File: src/rtl/vend_pkg.sv
// Shared types and constants for the vending payment controller.
// Coin set, datapath widths and the controller state encoding.
package vend_pkg;

    localparam int PRICE_W  = 4;
    localparam int CREDIT_W = 5;

    localparam logic [PRICE_W-1:0] COIN_1  = 4'd1;
    localparam logic [PRICE_W-1:0] COIN_2  = 4'd2;
    localparam logic [PRICE_W-1:0] COIN_5  = 4'd5;
    localparam logic [PRICE_W-1:0] COIN_10 = 4'd10;

    typedef enum logic [1:0] {
        ST_IDLE,
        ST_COLLECT,
        ST_DISPENSE,
        ST_CHANGE
    } vend_state_t;

    function automatic logic is_legal_coin(input logic [PRICE_W-1:0] v);
        logic ok;
        ok = 1'b0;
        unique case (1'b1)
            (v == COIN_1):  ok = 1'b1;
            (v == COIN_2):  ok = 1'b1;
            (v == COIN_5):  ok = 1'b1;
            (v == COIN_10): ok = 1'b1;
            default:        ok = 1'b0;
        endcase
        return ok;
    endfunction

endpackage

File: src/rtl/vend_timeout_ctr.sv
// Inactivity counter: clear has priority over enable; expire flags
// the last cycle of the window.
module vend_timeout_ctr #(
    parameter int  TIMEOUT_CYCLES = 1000,
    localparam int TW             = $clog2(TIMEOUT_CYCLES)
) (
    input  logic clk,
    input  logic rst,
    input  logic clear,
    input  logic enable,
    output logic expire
);

    logic [TW-1:0] count_q;
    logic [TW-1:0] count_d;

    always_comb begin
        count_d = count_q;
        if (clear) begin
            count_d = '0;
        end else if (enable) begin
            count_d = count_q + TW'(1);
        end
    end

    always_ff @(posedge clk or posedge rst) begin
        if (rst) begin
            count_q <= '0;
        end else begin
            count_q <= count_d;
        end
    end

    assign expire = (count_q == TW'(TIMEOUT_CYCLES - 1));

endmodule

File: src/rtl/vend_payment_fsm.sv
// Payment controller: latches price, collects coins, drives the
// dispense handshake and pays change or refunds.
module vend_payment_fsm
    import vend_pkg::*;
#(
    parameter int TIMEOUT_CYCLES = 1000
) (
    input  logic                clk,
    input  logic                rst,
    input  logic [PRICE_W-1:0]  price,
    input  logic                select,
    input  logic                coin_valid,
    input  logic [PRICE_W-1:0]  coin_value,
    input  logic                cancel,
    input  logic                dispense_ack,
    output logic [CREDIT_W-1:0] credit,
    output logic                busy,
    output logic                dispense_req,
    output logic                change_valid,
    output logic [PRICE_W-1:0]  change_amt,
    output logic                coin_reject,
    output logic                sel_reject
);

    vend_state_t         state_q, state_d;
    logic [PRICE_W-1:0]  price_q, price_d;
    logic [PRICE_W-1:0]  change_q, change_d;
    logic [CREDIT_W-1:0] credit_q, credit_d;
    logic                busy_q, busy_d;
    logic                req_q, req_d;
    logic                chg_valid_q, chg_valid_d;
    logic [PRICE_W-1:0]  chg_amt_q, chg_amt_d;
    logic                coin_rej_q, coin_rej_d;
    logic                sel_rej_q, sel_rej_d;

    logic                tmr_clear;
    logic                tmr_en;
    logic                tmr_expire;
    logic                refund;
    logic                coin_ok;
    logic [CREDIT_W-1:0] sum;

    vend_timeout_ctr #(
        .TIMEOUT_CYCLES(TIMEOUT_CYCLES)
    ) u_timeout (
        .clk   (clk),
        .rst   (rst),
        .clear (tmr_clear),
        .enable(tmr_en),
        .expire(tmr_expire)
    );

    assign coin_ok = coin_valid && is_legal_coin(coin_value);
    assign sum     = credit_q + CREDIT_W'(coin_value);

    always_comb begin
        state_d    = state_q;
        price_d    = price_q;
        change_d   = change_q;
        credit_d   = credit_q;
        coin_rej_d = 1'b0;
        sel_rej_d  = 1'b0;
        tmr_clear  = 1'b1;
        tmr_en     = 1'b0;
        refund     = 1'b0;

        unique case (state_q)
            ST_IDLE: begin
                coin_rej_d = coin_valid;
                if (select) begin
                    if (price != '0) begin
                        state_d  = ST_COLLECT;
                        price_d  = price;
                        credit_d = '0;
                    end else begin
                        sel_rej_d = 1'b1;
                    end
                end
            end
            ST_COLLECT: begin
                tmr_clear = 1'b0;
                tmr_en    = 1'b1;
                if (cancel) begin
                    coin_rej_d = coin_valid;
                    refund     = 1'b1;
                end else if (coin_ok) begin
                    tmr_clear = 1'b1;
                    credit_d  = sum;
                    if (sum >= CREDIT_W'(price_q)) begin
                        state_d  = ST_DISPENSE;
                        change_d = PRICE_W'(sum - CREDIT_W'(price_q));
                    end
                end else begin
                    coin_rej_d = coin_valid;
                    refund     = tmr_expire;
                end
                // credit < price <= 15 here, so it fits the change width
                if (refund) begin
                    tmr_clear = 1'b1;
                    credit_d  = '0;
                    change_d  = PRICE_W'(credit_q);
                    state_d   = (credit_q != '0) ? ST_CHANGE : ST_IDLE;
                end
            end
            ST_DISPENSE: begin
                coin_rej_d = coin_valid;
                if (dispense_ack) begin
                    credit_d = '0;
                    state_d  = (change_q != '0) ? ST_CHANGE : ST_IDLE;
                end
            end
            ST_CHANGE: begin
                coin_rej_d = coin_valid;
                credit_d   = '0;
                state_d    = ST_IDLE;
            end
            default: begin
                state_d = ST_IDLE;
            end
        endcase

        busy_d      = (state_d != ST_IDLE);
        req_d       = (state_d == ST_DISPENSE);
        chg_valid_d = (state_d == ST_CHANGE);
        chg_amt_d   = chg_valid_d ? change_d : '0;
    end

    always_ff @(posedge clk or posedge rst) begin
        if (rst) begin
            state_q     <= ST_IDLE;
            price_q     <= '0;
            change_q    <= '0;
            credit_q    <= '0;
            busy_q      <= 1'b0;
            req_q       <= 1'b0;
            chg_valid_q <= 1'b0;
            chg_amt_q   <= '0;
            coin_rej_q  <= 1'b0;
            sel_rej_q   <= 1'b0;
        end else begin
            state_q     <= state_d;
            price_q     <= price_d;
            change_q    <= change_d;
            credit_q    <= credit_d;
            busy_q      <= busy_d;
            req_q       <= req_d;
            chg_valid_q <= chg_valid_d;
            chg_amt_q   <= chg_amt_d;
            coin_rej_q  <= coin_rej_d;
            sel_rej_q   <= sel_rej_d;
        end
    end

    assign credit       = credit_q;
    assign busy         = busy_q;
    assign dispense_req = req_q;
    assign change_valid = chg_valid_q;
    assign change_amt   = chg_amt_q;
    assign coin_reject  = coin_rej_q;
    assign sel_reject   = sel_rej_q;

endmodule

File: config.mk
export PLATFORM = sky130hd
export DESIGN_NAME = vend_payment_fsm
export DESIGN_NICKNAME = d
export VERILOG_FILES = /design/src/rtl/vend_pkg.sv /design/src/rtl/vend_timeout_ctr.sv /design/src/rtl/vend_payment_fsm.sv
export SDC_FILE = /design/constraint.sdc
export NUM_CORES = 1
export LEC_CHECK = 0
export BUFFER_PORTS_ARGS = -buffer_cell sky130_fd_sc_hd__buf_2
export CAP_MARGIN = 20
export CORE_ASPECT_RATIO = 0.75
export CORE_MARGIN = 8
export CORE_UTILIZATION = 56
export CTS_BUF_LIST = sky130_fd_sc_hd__clkbuf_4 sky130_fd_sc_hd__clkbuf_8 sky130_fd_sc_hd__clkbuf_16
export CTS_CLUSTER_SIZE = 24
export DETAILED_ROUTE_END_ITERATION = 10
export GPL_ROUTABILITY_DRIVEN = 0
export PLACE_DENSITY = 0.87
export SLEW_MARGIN = 20
export SYNTH_ARGS = -nofsm -noshare
export SYNTH_HDL_FRONTEND = slang
export SYNTH_SLANG_ARGS = --single-unit
export TNS_END_PERCENT = 50
File: constraint.sdc
create_clock -name clk -period 3.5 [get_ports clk]
set_input_delay 0.175 -clock clk [delete_from_list [all_inputs] [get_ports clk]]
set_output_delay 0.175 -clock clk [all_outputs]
set_load 0.05 [all_outputs]
==> results of run 1 <==
## cells in the mapped netlist (2+ instances only)
| master | count |
|---|---|
| a22o_1 | 3 |
| a211oi_1 | 2 |
| a21o_1 | 2 |
| nor2_1 | 24 |
| inv_1 | 17 |
| nor3_1 | 7 |
| nand2b_1 | 2 |
| nand3_1 | 4 |
| o21ai_0 | 5 |
| xnor2_1 | 9 |
| mux2_2 | 4 |
| xor2_1 | 3 |
| a21oi_2 | 4 |
| nand2_1 | 9 |
| dfrtp_1 | 34 |
| ha_1 | 9 |
| fa_1 | 2 |
| a222oi_1 | 2 |
| nor2b_1 | 4 |
| and3_1 | 5 |
| a21oi_1 | 5 |
## state kept, by name, indices dropped and copies added, names as in the netlist
name               count
change_q               4
credit                 5
busy                   1
coin_reject            1
change_valid           1
dispense_req           1
sel_reject             1
change_amt             4
price_q                4
state_q                2
u_timeout.count_q     10
## how the worst max path moves through the flow
stage,start,end,slack [ps],depth (start not counted)
6_report,credit[0]$_DFFE_PP0P_,change_amt[1]$_DFF_PP0_,580,10
5_1_grt,credit[0]$_DFFE_PP0P_,change_amt[1]$_DFF_PP0_,400,10
4_1_cts,credit[0]$_DFFE_PP0P_,change_amt[1]$_DFF_PP0_,620,10
3_5_place_dp,credit[0]$_DFFE_PP0P_,change_amt[1]$_DFF_PP0_,630,10
3_3_place_gp,credit[0]$_DFFE_PP0P_,change_amt[1]$_DFF_PP0_,730,10
2_1_floorplan,credit[0]$_DFFE_PP0P_,busy$_DFF_PP0_,620,10
## critical path: stages (launching register included)
cell and delay [ps]:
dfrtp_1 420, ha_1 210, inv_1 60, fa_1 390, xnor2_1 280, ha_1 340
o21ai_0 200, a22o_2 210, a21oi_2 110, a222oi_1 490, nor2_1 100
## metrics by stage
| step | setup slack (ps) | util [%] | area [um^2] | hold slack, ps | power (mW) |
|---|---|---|---|---|---|
| after global routing | 399.8 | 66.82 | 2182 | 135.3 | 1.438 |
| after detailed placement | 632.0 | 63.60 | 2077 | 288.4 | 1.053 |
| after floorplan | 620.6 | - | 1884 | 297.5 | 0.9304 |
| final | 575.2 | 66.82 | 2182 | 129.5 | 1.357 |
| after CTS | 616.8 | 66.82 | 2182 | 132.0 | 1.357 |
| after global placement | 730.1 | 63.60 | 2077 | 282.7 | 1.040 |
## area by class of cell
cell class / count / share of cell area (%)
inverters: 17 / 2.924
multi-input cells: 132 / 44.44
flip-flops and latches: 34 / 38.99
clock buffers: 6 / 3.784
clock inverters: 2 / 0.5734
repair buffers: 29 / 6.995
well taps: 40 / 2.294
## power groups by stage
stage                     Sequential, mW  Combinational (mW)  Clock, mW
after floorplan                    0.569               0.361          0
after global placement             0.522               0.518          0
after detailed placement           0.527               0.526          0
after CTS                          0.519               0.531      0.307
after global routing               0.528               0.588      0.323
final                              0.520               0.532      0.304
## cell families (layout without fill, tap and decap cells)
family          count (synthesis)  count (layout)  share of synthesized area, %
simple gates                   70              70                         20.59
xor+xnor                       12              12                         5.578
compound gates                 35              35                         14.81
fa+ha+maj                      11              11                         8.101
buf+inv                        17              54                         3.386
mux                             4               4                         2.390
flops                          34              34                         45.15
## layer usage
metal / global-route usage, % / wire (um) / up-vias
li1: - / - / 722
met4: 5.240 / 51 / 0
met5: 0 / 0 / -
met1: 20.41 / 2125 / 678
met3: 5.788 / 297 / 7
met2: 21.01 / 1552 / 43
## repair_timing
item                       CTS  global route
buffers inserted             0             0
hold endpoints to repair    34             0
hold buffers                 1             0
setup endpoints to repair    0             0
==> implementation parameters, run 1 <==
Parameter                              Value

Global routing
  Maximum number of pins on one net before global-route repair    35
  Wire length of the first global-routing pass    6672 um
  Via count of the first global-routing pass    1418
  Overall Global Routing Usage    between 10% and 20%
  Leftover overflow at the end of global routing    0
  Number of antenna violations at the first check in global routing    0

Routing
  Count of nets left with antenna violations after detail routing    0
  Routed Wire Length    4026 um
  Initial DRT Pass Iterations    4
  Via total after detailed routing    ~1500
  Avg Vias per Cell    5.577
  Starting DRT DRC Count    between 90 and 100
  Routed wirelength normalized by instance count    15.48 um
  DRC violations left    0

Clock network
  Total clock buffers created by CTS    5
  Post-cts resize count    0
  Clock slew at the register clock pins of the worst setup and hold paths    about 70 ps
  Number of sinks handled by clock tree synthesis    34
  Worst-skew pair later-pin latency    290 ps
  CTS tree    done
  Cell at the root of the clock tree    clkbuf_8
  Max H-tree Level    2
  CTS Buffer Depth    2

Critical path
  Number of cells on the worst reg-to-reg path    10
  Source of the worst register-to-register timing path    credit[0]$_DFFE_PP0P_
  Crit path DAT    roughly 3000 ps
  Category of the worst setup path capture point    flip-flop
  Terminus of the critical flop-to-flop path    change_amt[1]$_DFF_PP0_
  Critical path required time    3660 ps
  CP max FO    5
  CP Class    flip-flop to flip-flop
  Register-to-register setup slack    around 580 ps
  Worst setup SP type    flip-flop

Die
  Die ar.    5496 um^2
  Placeable core area    3266 um^2
  Chip width    ~83 um
  Y dimension of the die    66.24 um
  # IOs    28
  Initial standard-cell utilization of the core    57.70%
  Number of placement rows    18

Placed design
  Total half-perimeter wirelength after legalization and detailed placement    3094 um
  Count of buffers from port buffering    27
  Count of placed standard cells including taps    251

Layout
  FF+latch area    850.8 um^2
  Number of cells in the finished layout apart from fillers    260
  Total Nets Final    244
  Most common library cell in the layout ignoring fill and taps    dfrtp_1
  Area added between synthesis and finish    15.80%
  Antenna fix cells    0
  Ratio of cells with drive above 1 in the final layout    25.91%
  Commonest cells after routing, fill and taps aside    dfrtp_1, buf_2, nor2_1, inv_1
  Filler Cell Count    265
  Multi-input gate area in the final layout    969.7 um^2

Power and ir drop
  Pwr dens    about 620 nW/um^2
  Share of total power consumed by net switching    about two fifths
  Power share of the sequential group    38.3%
  Leakage component of the power    1.081 nW
  Switching Power    0.5248 mW
  Internal portion of total power    0.8323 mW
  Proportion of power drawn by the clock network    about 22%
  Combinational cell fraction of total power    39.2%
  Worst IR drop on VDD    between 400 and 500 uV

Timing
  Count of final hold-check violations    0
  Maximum frequency from static timing analysis    341.9 MHz
  Number of max-slew violations in the final report    0
  Final cycle utilization of the critical path    83.57%
  Worst slew margin relative to its limit    65.74%
  Tmin final    around 3000 ps
  Endpoints failing setup    0
  Unrepaired setup endpoints after global routing    false
  Least-Margin Pin Slew    510.3 ps
  Sum of negative setup slack    0 ps
  Worst Skew    6.530 ps

Synthesis
  Main area contributors after synthesis    dfrtp_1, ha_1, nor2_1
  Synth Flop Type    dfrtp_1
  Cell accounting for the most synthesized area    dfrtp_1
  Register bit total from synthesis    34
  Mapped Cells    183
  Post-Syn Area per Cell    around 10 um^2
  Count of warnings emitted by yosys    0
  Asr flop ratio synth    100.0%
  Post-synth top area share    45.15%
  Sequential cell area fraction in the yosys report    45.15%
  Post-synth EDFFs    0
  Synthesized cell area    1884 um^2
  Count of different cell masters after synthesis    48
  Net Count, Synth    208

Run
  Maximum Capacitance Violations    0

Hold path
  Min-delay src    price[2]
  Min-Delay Path Class    input pin to flip-flop
  Cells on Worst Hold Path    2
  End point of the most critical hold path    price_q[2]$_DFFE_PP0P_

Outcome
  Run status    complete, no violations
(Power assumes the default switching activity.)
==> inputs of run 2 (changes only) <==
==> constraint.sdc (replaced) <==
create_clock -name clk -period 2.9 [get_ports clk]
set_input_delay 0.145 -clock clk [delete_from_list [all_inputs] [get_ports clk]]
set_output_delay 0.145 -clock clk [all_outputs]
set_load 0.05 [all_outputs]
==> run 2 against run 1 <==
  * Fmax is 5.9% higher
  * Cell count is 0.77% higher
  * Clock power is 16% higher
  * Sequential share of layout area is 0.31 points lower
  * Power is 21% higher
  * Non-clock buffer count is 2 higher
  * Routed wire length is 0.99% lower
  * Critical endpoint unchanged
  * Largest cell class unchanged
  * Largest power group unchanged
==> implementation parameters, run 2 (same netlist as run 1, synthesis figures left out) <==
Parameter                              Value

Clock network
  Clock slew at the register clock pins of the worst setup and hold paths    70 ps (about the same)
  Total clock buffers created by CTS    5 (unchanged)
  CTS tree    done
  Worst-skew pair later-pin latency    290 ps (about the same)
  CTS Buffer Depth    2 (unchanged)
  Number of sinks handled by clock tree synthesis    34 (unchanged)
  Max H-tree Level    2 (unchanged)
  Cell at the root of the clock tree    clkbuf_8

Placed design
  Worst slack at placement    111.3 ps (-520.7 ps)
  Dpl cell area    2077 um^2 (unchanged)
  Count of placed standard cells including taps    251 (unchanged)
  Total half-perimeter wirelength after legalization and detailed placement    3111 um (+0.54%)
  Count of buffers from port buffering    27 (unchanged)

Global routing
  Leftover overflow at the end of global routing    0 (unchanged)
  Maximum number of pins on one net before global-route repair    35 (unchanged)
  Via count of the first global-routing pass    1399 (-1.3%)
  Overall Global Routing Usage    14.71% (-0.27 points)
  Wire length of the first global-routing pass    6610 um (-0.93%)
  Number of antenna violations at the first check in global routing    0 (unchanged)

Timing
  Number of max-slew violations in the final report    0 (unchanged)
  Least-Margin Pin Slew    502.3 ps (-7.974 ps)
  Worst Skew    6.739 ps (+0.2085 ps)
  Maximum frequency from static timing analysis    362.0 MHz (+5.9%)
  Worst slew margin relative to its limit    66.27% (+0.54 points)
  Tmin final    2762 ps (-162.5 ps)
  Worst Setup Slack, final    137.6 ps (-437.5 ps)
  Sum of negative setup slack    0 ps (unchanged)
  Final cycle utilization of the critical path    95.25% (+12 points)
  Count of final hold-check violations    0 (unchanged)
  Endpoints failing setup    0 (unchanged)
  Worst hold slack    103.9 ps (-25.58 ps)

Routing
  DRC violations left    0 (unchanged)
  Routed wirelength normalized by instance count    15.21 um (-1.7%)
  Count of nets left with antenna violations after detail routing    0 (unchanged)
  Initial DRT Pass Iterations    4 (unchanged)
  Routed Wire Length    3986 um (-0.99%)
  Via total after detailed routing    1460 (+0.69%)
  Starting DRT DRC Count    78 (-14%)
  Avg Vias per Cell    5.573 (about the same)

Layout
  Final design area excluding fillers    2200 um^2 (+0.80%)
  Register containing the most flip-flops in the final layout    u_timeout.count_q
  Area added between synthesis and finish    16.73%
  Number of cells in the finished layout apart from fillers    262 (+0.77%)
  Most common library cell in the layout ignoring fill and taps    dfrtp_1
  Commonest cells after routing, fill and taps aside    dfrtp_1, buf_2, nor2_1, inv_1
  Ratio of cells with drive above 1 in the final layout    27.03% (+1.1 points)
  Flip-flop count of the largest register, all copies and words added    10 (unchanged)
  Total Nets Final    246 (+0.82%)
  Antenna fix cells    0 (unchanged)

Critical path
  Category of the worst setup path capture point    flip-flop
  Critical path required time    3060 ps (-600 ps)
  Worst setup SP type    flip-flop
  CP Class    flip-flop to flip-flop
  CP max FO    4 (-1)
  Crit path DAT    2920 ps (-170 ps)

Die
  Number of placement rows    18 (unchanged)
  Die ar.    5496 um^2 (unchanged)
  Chip width    82.98 um (unchanged)
  Placeable core area    3266 um^2 (unchanged)
  # IOs    28 (unchanged)
  Y dimension of the die    66.24 um (unchanged)
  Initial standard-cell utilization of the core    57.70% (unchanged)

Run
  Maximum Capacitance Violations    0 (unchanged)

Power and ir drop
  Leakage component of the power    1.098 nW (+1.6%)
  Internal portion of total power    1.000 mW (+20%)
  Share of total power consumed by net switching    38.85% (+0.18 points)
  Switching Power    0.6354 mW (+21%)
  Proportion of power drawn by the clock network    21.6% (-0.8 points)
  Pwr dens    743.6 nW/um^2 (+20%)
  Combinational cell fraction of total power    40.1% (+0.9 points)
  Worst IR drop on VDD    482.8 uV (+14%)
  Power share of the sequential group    38.3% (about the same)

Outcome
  Run status    complete, no violations

Hold path
  Min-Delay Path Class    input pin to flip-flop
==> run 2: final timing paths <==
path | start | end | slack [ps] | depth (start not counted)
min in group asynchronous | rst | dispense_req$_DFF_PP0_ | 490 | 4
max in group asynchronous | rst | state_q[0]$_DFF_PP0_ | 2100 | 4
hold reg to reg | u_timeout.count_q[0]$_DFFE_PP0P_ | u_timeout.count_q[0]$_DFFE_PP0P_ | 490 | 1
hold / removal | price[1] | price_q[1]$_DFFE_PP0P_ | 100 | 2
setup / recovery | credit[0]$_DFFE_PP0P_ | change_amt[1]$_DFF_PP0_ | 140 | 10
setup reg to reg | credit[0]$_DFFE_PP0P_ | change_amt[1]$_DFF_PP0_ | 140 | 10
==> run 2: worst max-delay path, cell delays in order (launching register included) <==
cell	delay, ps
dfrtp_1	370
ha_1	180
inv_1	60
fa_1	410
xnor2_2	180
ha_1	350
o21ai_0	110
a22o_2	250
a31o_1	260
a222oi_1	370
nor2_1	100
==> run 2: repair_timing <==
| item | 4_1_cts | 5_1_grt |
|---|---|---|
| gates resized for setup | 0 | 1 |
| endpoints found under the hold margin | 34 | 0 |
| hold buffers | 1 | 0 |
| setup endpoints to repair | 0 | 6 |
| buffers inserted | 0 | 2 |
==> run 2: cell type report <==
type | count | area, um^2
repair buffers | 31 | 167.7
clock buffers | 6 | 76.32
clock inverters | 2 | 13.76
fillers | 260 | 1066
inverters | 17 | 63.81
flip-flops and latches | 34 | 850.8
multi-input cells | 132 | 977.2
well taps | 40 | 50.05
==> run 2: layer usage <==
layer | global-route usage (%) | part of all wire, %
met1 | 20.12 | 52
met5 | 0 | 0
met2 | 20.43 | 39
met4 | 4.585 | 1.0
met3 | 6.158 | 8.4
==> run 2: metrics by stage <==
stage | util (%) | total power [mW]
detailed placement | 63.60 | 1.275
CTS | 66.67 | 1.630
finish | 67.36 | 1.636
global route | 67.36 | 1.732
global placement | 63.60 | 1.256
floorplan | - | 1.123
==> run 2: power by group through the flow <==
stage | combinational [mW] | sequential (mW) | clock [mW]
final | 0.656 | 0.627 | 0.353
after CTS | 0.643 | 0.627 | 0.359
after detailed placement | 0.638 | 0.636 | 0
after global placement | 0.625 | 0.630 | 0
after global routing | 0.719 | 0.637 | 0.377
after floorplan | 0.436 | 0.687 | 0
==> inputs of run 3 (changes only) <==
--- a/config.mk
+++ b/config.mk
@@ -5,16 +5,17 @@
 export SDC_FILE = /design/constraint.sdc
 export NUM_CORES = 1
 export LEC_CHECK = 0
+export ABC_AREA = 1
 export BUFFER_PORTS_ARGS = -buffer_cell sky130_fd_sc_hd__buf_2
 export CAP_MARGIN = 20
 export CORE_ASPECT_RATIO = 0.75
 export CORE_MARGIN = 8
-export CORE_UTILIZATION = 56
-export CTS_BUF_LIST = sky130_fd_sc_hd__clkbuf_4 sky130_fd_sc_hd__clkbuf_8 sky130_fd_sc_hd__clkbuf_16
+export CORE_UTILIZATION = 59
+export CTS_BUF_LIST = sky130_fd_sc_hd__clkbuf_8
 export CTS_CLUSTER_SIZE = 24
 export DETAILED_ROUTE_END_ITERATION = 10
 export GPL_ROUTABILITY_DRIVEN = 0
-export PLACE_DENSITY = 0.87
+export PLACE_DENSITY = 0.9
 export SLEW_MARGIN = 20
 export SYNTH_ARGS = -nofsm -noshare
 export SYNTH_HDL_FRONTEND = slang
==> run 3 against run 2 <==
  * Routed wire length increased by 12%
  * Area after synthesis up 7.8%
  * Largest power group unchanged
  * Critical endpoint is now dispense_req$_DFF_PP0_
  * Critical path depth rose by 5
  * Cell area up 6.8%
  * Clock power grew 5%
==> implementation parameters, run 3 <==
Parameter                              Value

Timing
  Count of final hold-check violations    0 (unchanged)
  Worst slew margin relative to its limit    70.57% (+4.3 points)
  Worst Skew    9.410 ps (+2.671 ps)
  Least-Margin Pin Slew    441.5 ps (-60.83 ps)
  Endpoints failing setup    0 (unchanged)
  Unrepaired setup endpoints after global routing    false
  Final cycle utilization of the critical path    93.04% (-2.2 points)
  Number of max-slew violations in the final report    0 (unchanged)
  Sum of negative setup slack    0 ps (unchanged)
  Tmin final    2698 ps (-64.24 ps)
  Maximum frequency from static timing analysis    370.6 MHz (+2.4%)

Routing
  Routed Wire Length    4448 um (+12%)
  Via total after detailed routing    1704 (+17%)
  Routed wirelength normalized by instance count    13.77 um (-9.5%)
  DRC violations left    0 (unchanged)
  Avg Vias per Cell    5.276 (-5.3%)
  Starting DRT DRC Count    136 (+74%)
  Initial DRT Pass Iterations    4 (unchanged)
  Count of nets left with antenna violations after detail routing    0 (unchanged)

Clock network
  CTS Buffer Depth    2 (unchanged)
  Total clock buffers created by CTS    5 (unchanged)
  Number of sinks handled by clock tree synthesis    34 (unchanged)
  Worst-skew pair later-pin latency    290 ps (about the same)
  Clock slew at the register clock pins of the worst setup and hold paths    80 ps (about the same)
  Cell at the root of the clock tree    clkbuf_8
  Post-CTS Setup Bufs    0 (unchanged)
  CTS tree    done
  Max H-tree Level    2 (unchanged)

Global routing
  Via count of the first global-routing pass    1738 (+24%)
  Leftover overflow at the end of global routing    0 (unchanged)
  Number of antenna violations at the first check in global routing    0 (unchanged)
  Wire length of the first global-routing pass    7693 um (+16%)
  Maximum number of pins on one net before global-route repair    35 (unchanged)
  Overall Global Routing Usage    17.32% (+2.6 points)

Die
  # IOs    28 (unchanged)
  Die ar.    5598 um^2 (+1.8%)
  Y dimension of the die    66.83 um (+0.89%)
  Chip width    83.77 um (+0.95%)
  Number of placement rows    18 (unchanged)
  Placeable core area    3288 um^2 (+0.69%)
  Initial standard-cell utilization of the core    61.80% (+4.1 points)

Synthesis
  Most frequent cell after synthesis    inv_1
  Sequential cell area fraction in the yosys report    41.87% (-3.3 points)
  Cell accounting for the most synthesized area    dfrtp_1
  Main area contributors after synthesis    dfrtp_1, inv_1, nand2_1
  Asr flop ratio synth    100.0% (unchanged)
  Synthesized cell area    2032 um^2 (+7.8%)
  Post-synth top area share    41.87% (-3.3 points)
  Most frequent cells after synthesis    inv_1, nand2_1, dfrtp_1
  Register bit total from synthesis    34 (unchanged)
  Net Count, Synth    271 (+30%)
  Post-Syn Area per Cell    8.260 um^2 (-20%)
  Count of different cell masters after synthesis    28 (-42%)
  Post-synth EDFFs    0 (unchanged)
  Mapped Cells    246 (+34%)
  Synth Flop Type    dfrtp_1
  Count of warnings emitted by yosys    0 (unchanged)

Power and ir drop
  Leakage component of the power    1.245 nW (+13%)
  Pwr dens    1055 nW/um^2 (+42%)
  Worst IR drop on VDD    627.8 uV (+30%)

Layout
  Most common library cell in the layout ignoring fill and taps    inv_1
  Multi-input gate area in the final layout    1008 um^2 (+3.2%)
  Ratio of cells with drive above 1 in the final layout    22.61% (-4.4 points)
  End-of-flow core utilization    71.46% (+4.1 points)
  FF+latch area    850.8 um^2 (unchanged)
  Flip-flop count of the largest register, all copies and words added    10 (unchanged)
  Commonest cells after routing, fill and taps aside    inv_1, nand2_1, dfrtp_1, nor2_1, buf_2
  Register containing the most flip-flops in the final layout    u_timeout.count_q
  Area added between synthesis and finish    15.64%
  Final design area excluding fillers    2350 um^2 (+6.8%)
  Antenna fix cells    0 (unchanged)
  Filler Cell Count    251 (-3.5%)
  Total Nets Final    307 (+25%)
  Number of cells in the finished layout apart from fillers    323 (+23%)

Run
  Maximum Capacitance Violations    0 (unchanged)

Placed design
  Count of buffers from port buffering    27 (unchanged)
  Total half-perimeter wirelength after legalization and detailed placement    3401 um (+9.3%)
  Count of placed standard cells including taps    314 (+25%)
  Dpl cell area    2225 um^2 (+7.1%)

Critical path
  Worst setup SP type    flip-flop
  Critical path required time    3080 ps (+20 ps)
  CP max FO    6 (+2)
  Crit path DAT    2880 ps (-40 ps)
  Number of cells on the worst reg-to-reg path    15 (+5)
  CP Class    flip-flop to flip-flop
  Category of the worst setup path capture point    flip-flop

Hold path
  Cells on Worst Hold Path    3 (+1)
  Min-Delay Path Class    input pin to flip-flop

Outcome
  Run status    complete, no violations
[run 3: where the power goes]
group | switching, mW | internal (mW) | leakage (nW) | total, mW
clock network | 0.179 | 0.191 | 0.0472 | 0.370
logic | 0.961 | 0.463 | 0.747 | 1.42
registers | 0.0835 | 0.602 | 0.451 | 0.686
total | 1.22 | 1.26 | 1.24 | 2.48
[run 3: final timing paths]
path | slack [ps] | from | to
worst max-delay path | 200 | credit[2]$_DFFE_PP0P_ | dispense_req$_DFF_PP0_
worst min-delay path | 90 | coin_valid | coin_reject$_DFF_PP0_
worst max register to register | 200 | credit[2]$_DFFE_PP0P_ | dispense_req$_DFF_PP0_
worst min register to register | 490 | price_q[2]$_DFFE_PP0P_ | price_q[2]$_DFFE_PP0P_
max in group asynchronous | 2090 | rst | price_q[2]$_DFFE_PP0P_
min in group asynchronous | 490 | rst | dispense_req$_DFF_PP0_
[run 3: critical path, cell delays in order, from the launching register on]
cell	delay, ps
dfrtp_1	410
ha_1	370
a21oi_1	180
nand2_1	80
xor2_1	250
ha_1	320
nand2_1	70
nor2_1	30
nor2_1	200
nand3_4	150
nand2_8	100
nand2_2	70
o21bai_4	140
nand2_1	90
inv_1	80
nor2_1	40
[run 3: per-layer routing]
| layer | part of all wire (%) | GRT usage [%] | vias up |
|---|---|---|---|
| met3 | 11 | 5.116 | 5 |
| met1 | 43 | 20.65 | 775 |
| met2 | 45 | 28.34 | 82 |
| met5 | 0 | 0 | - |
| met4 | 0.99 | 8.584 | 0 |
| li1 | - | - | 842 |
[run 3: cells by family (layout without fill, tap and decap cells)]
group | Yosys count | count (layout) | share of synthesized area (%)
AND/OR/NAND/NOR | 116 | 116 | 30.73
buffers and inverters | 51 | 88 | 9.483
flip-flops | 34 | 34 | 41.87
AO/OA/AOI/OAI | 27 | 27 | 7.389
adder cells (fa/ha/maj) | 11 | 11 | 7.512
XOR/XNOR | 7 | 7 | 3.017
[run 3: final cells by class]
cell class,count,share of cell area [%]
repair buffers,29,6.496
inverters,51,8.200
flip-flops and latches,34,36.21
clock inverters,2,0.5325
clock buffers,6,3.514
well taps,40,2.130
multi-input cells,161,42.92
[run 3: through the flow]
stage	hold WS, ps	total power [mW]	worst slack (ps)
after global routing	89.92	2.661	0.8344
after CTS	80.56	2.436	131.3
final	86.23	2.479	201.9
after global placement	259.0	1.991	348.5
after floorplan	248.4	1.756	47.24
after detailed placement	262.3	2.052	185.5
[run 3: timing repair]
item / in CTS / in global routing
endpoints found under the setup margin: 0 / 11
resized for setup: 0 / 3
hold buffers: 1 / 0
endpoints found under the hold margin: 34 / 0
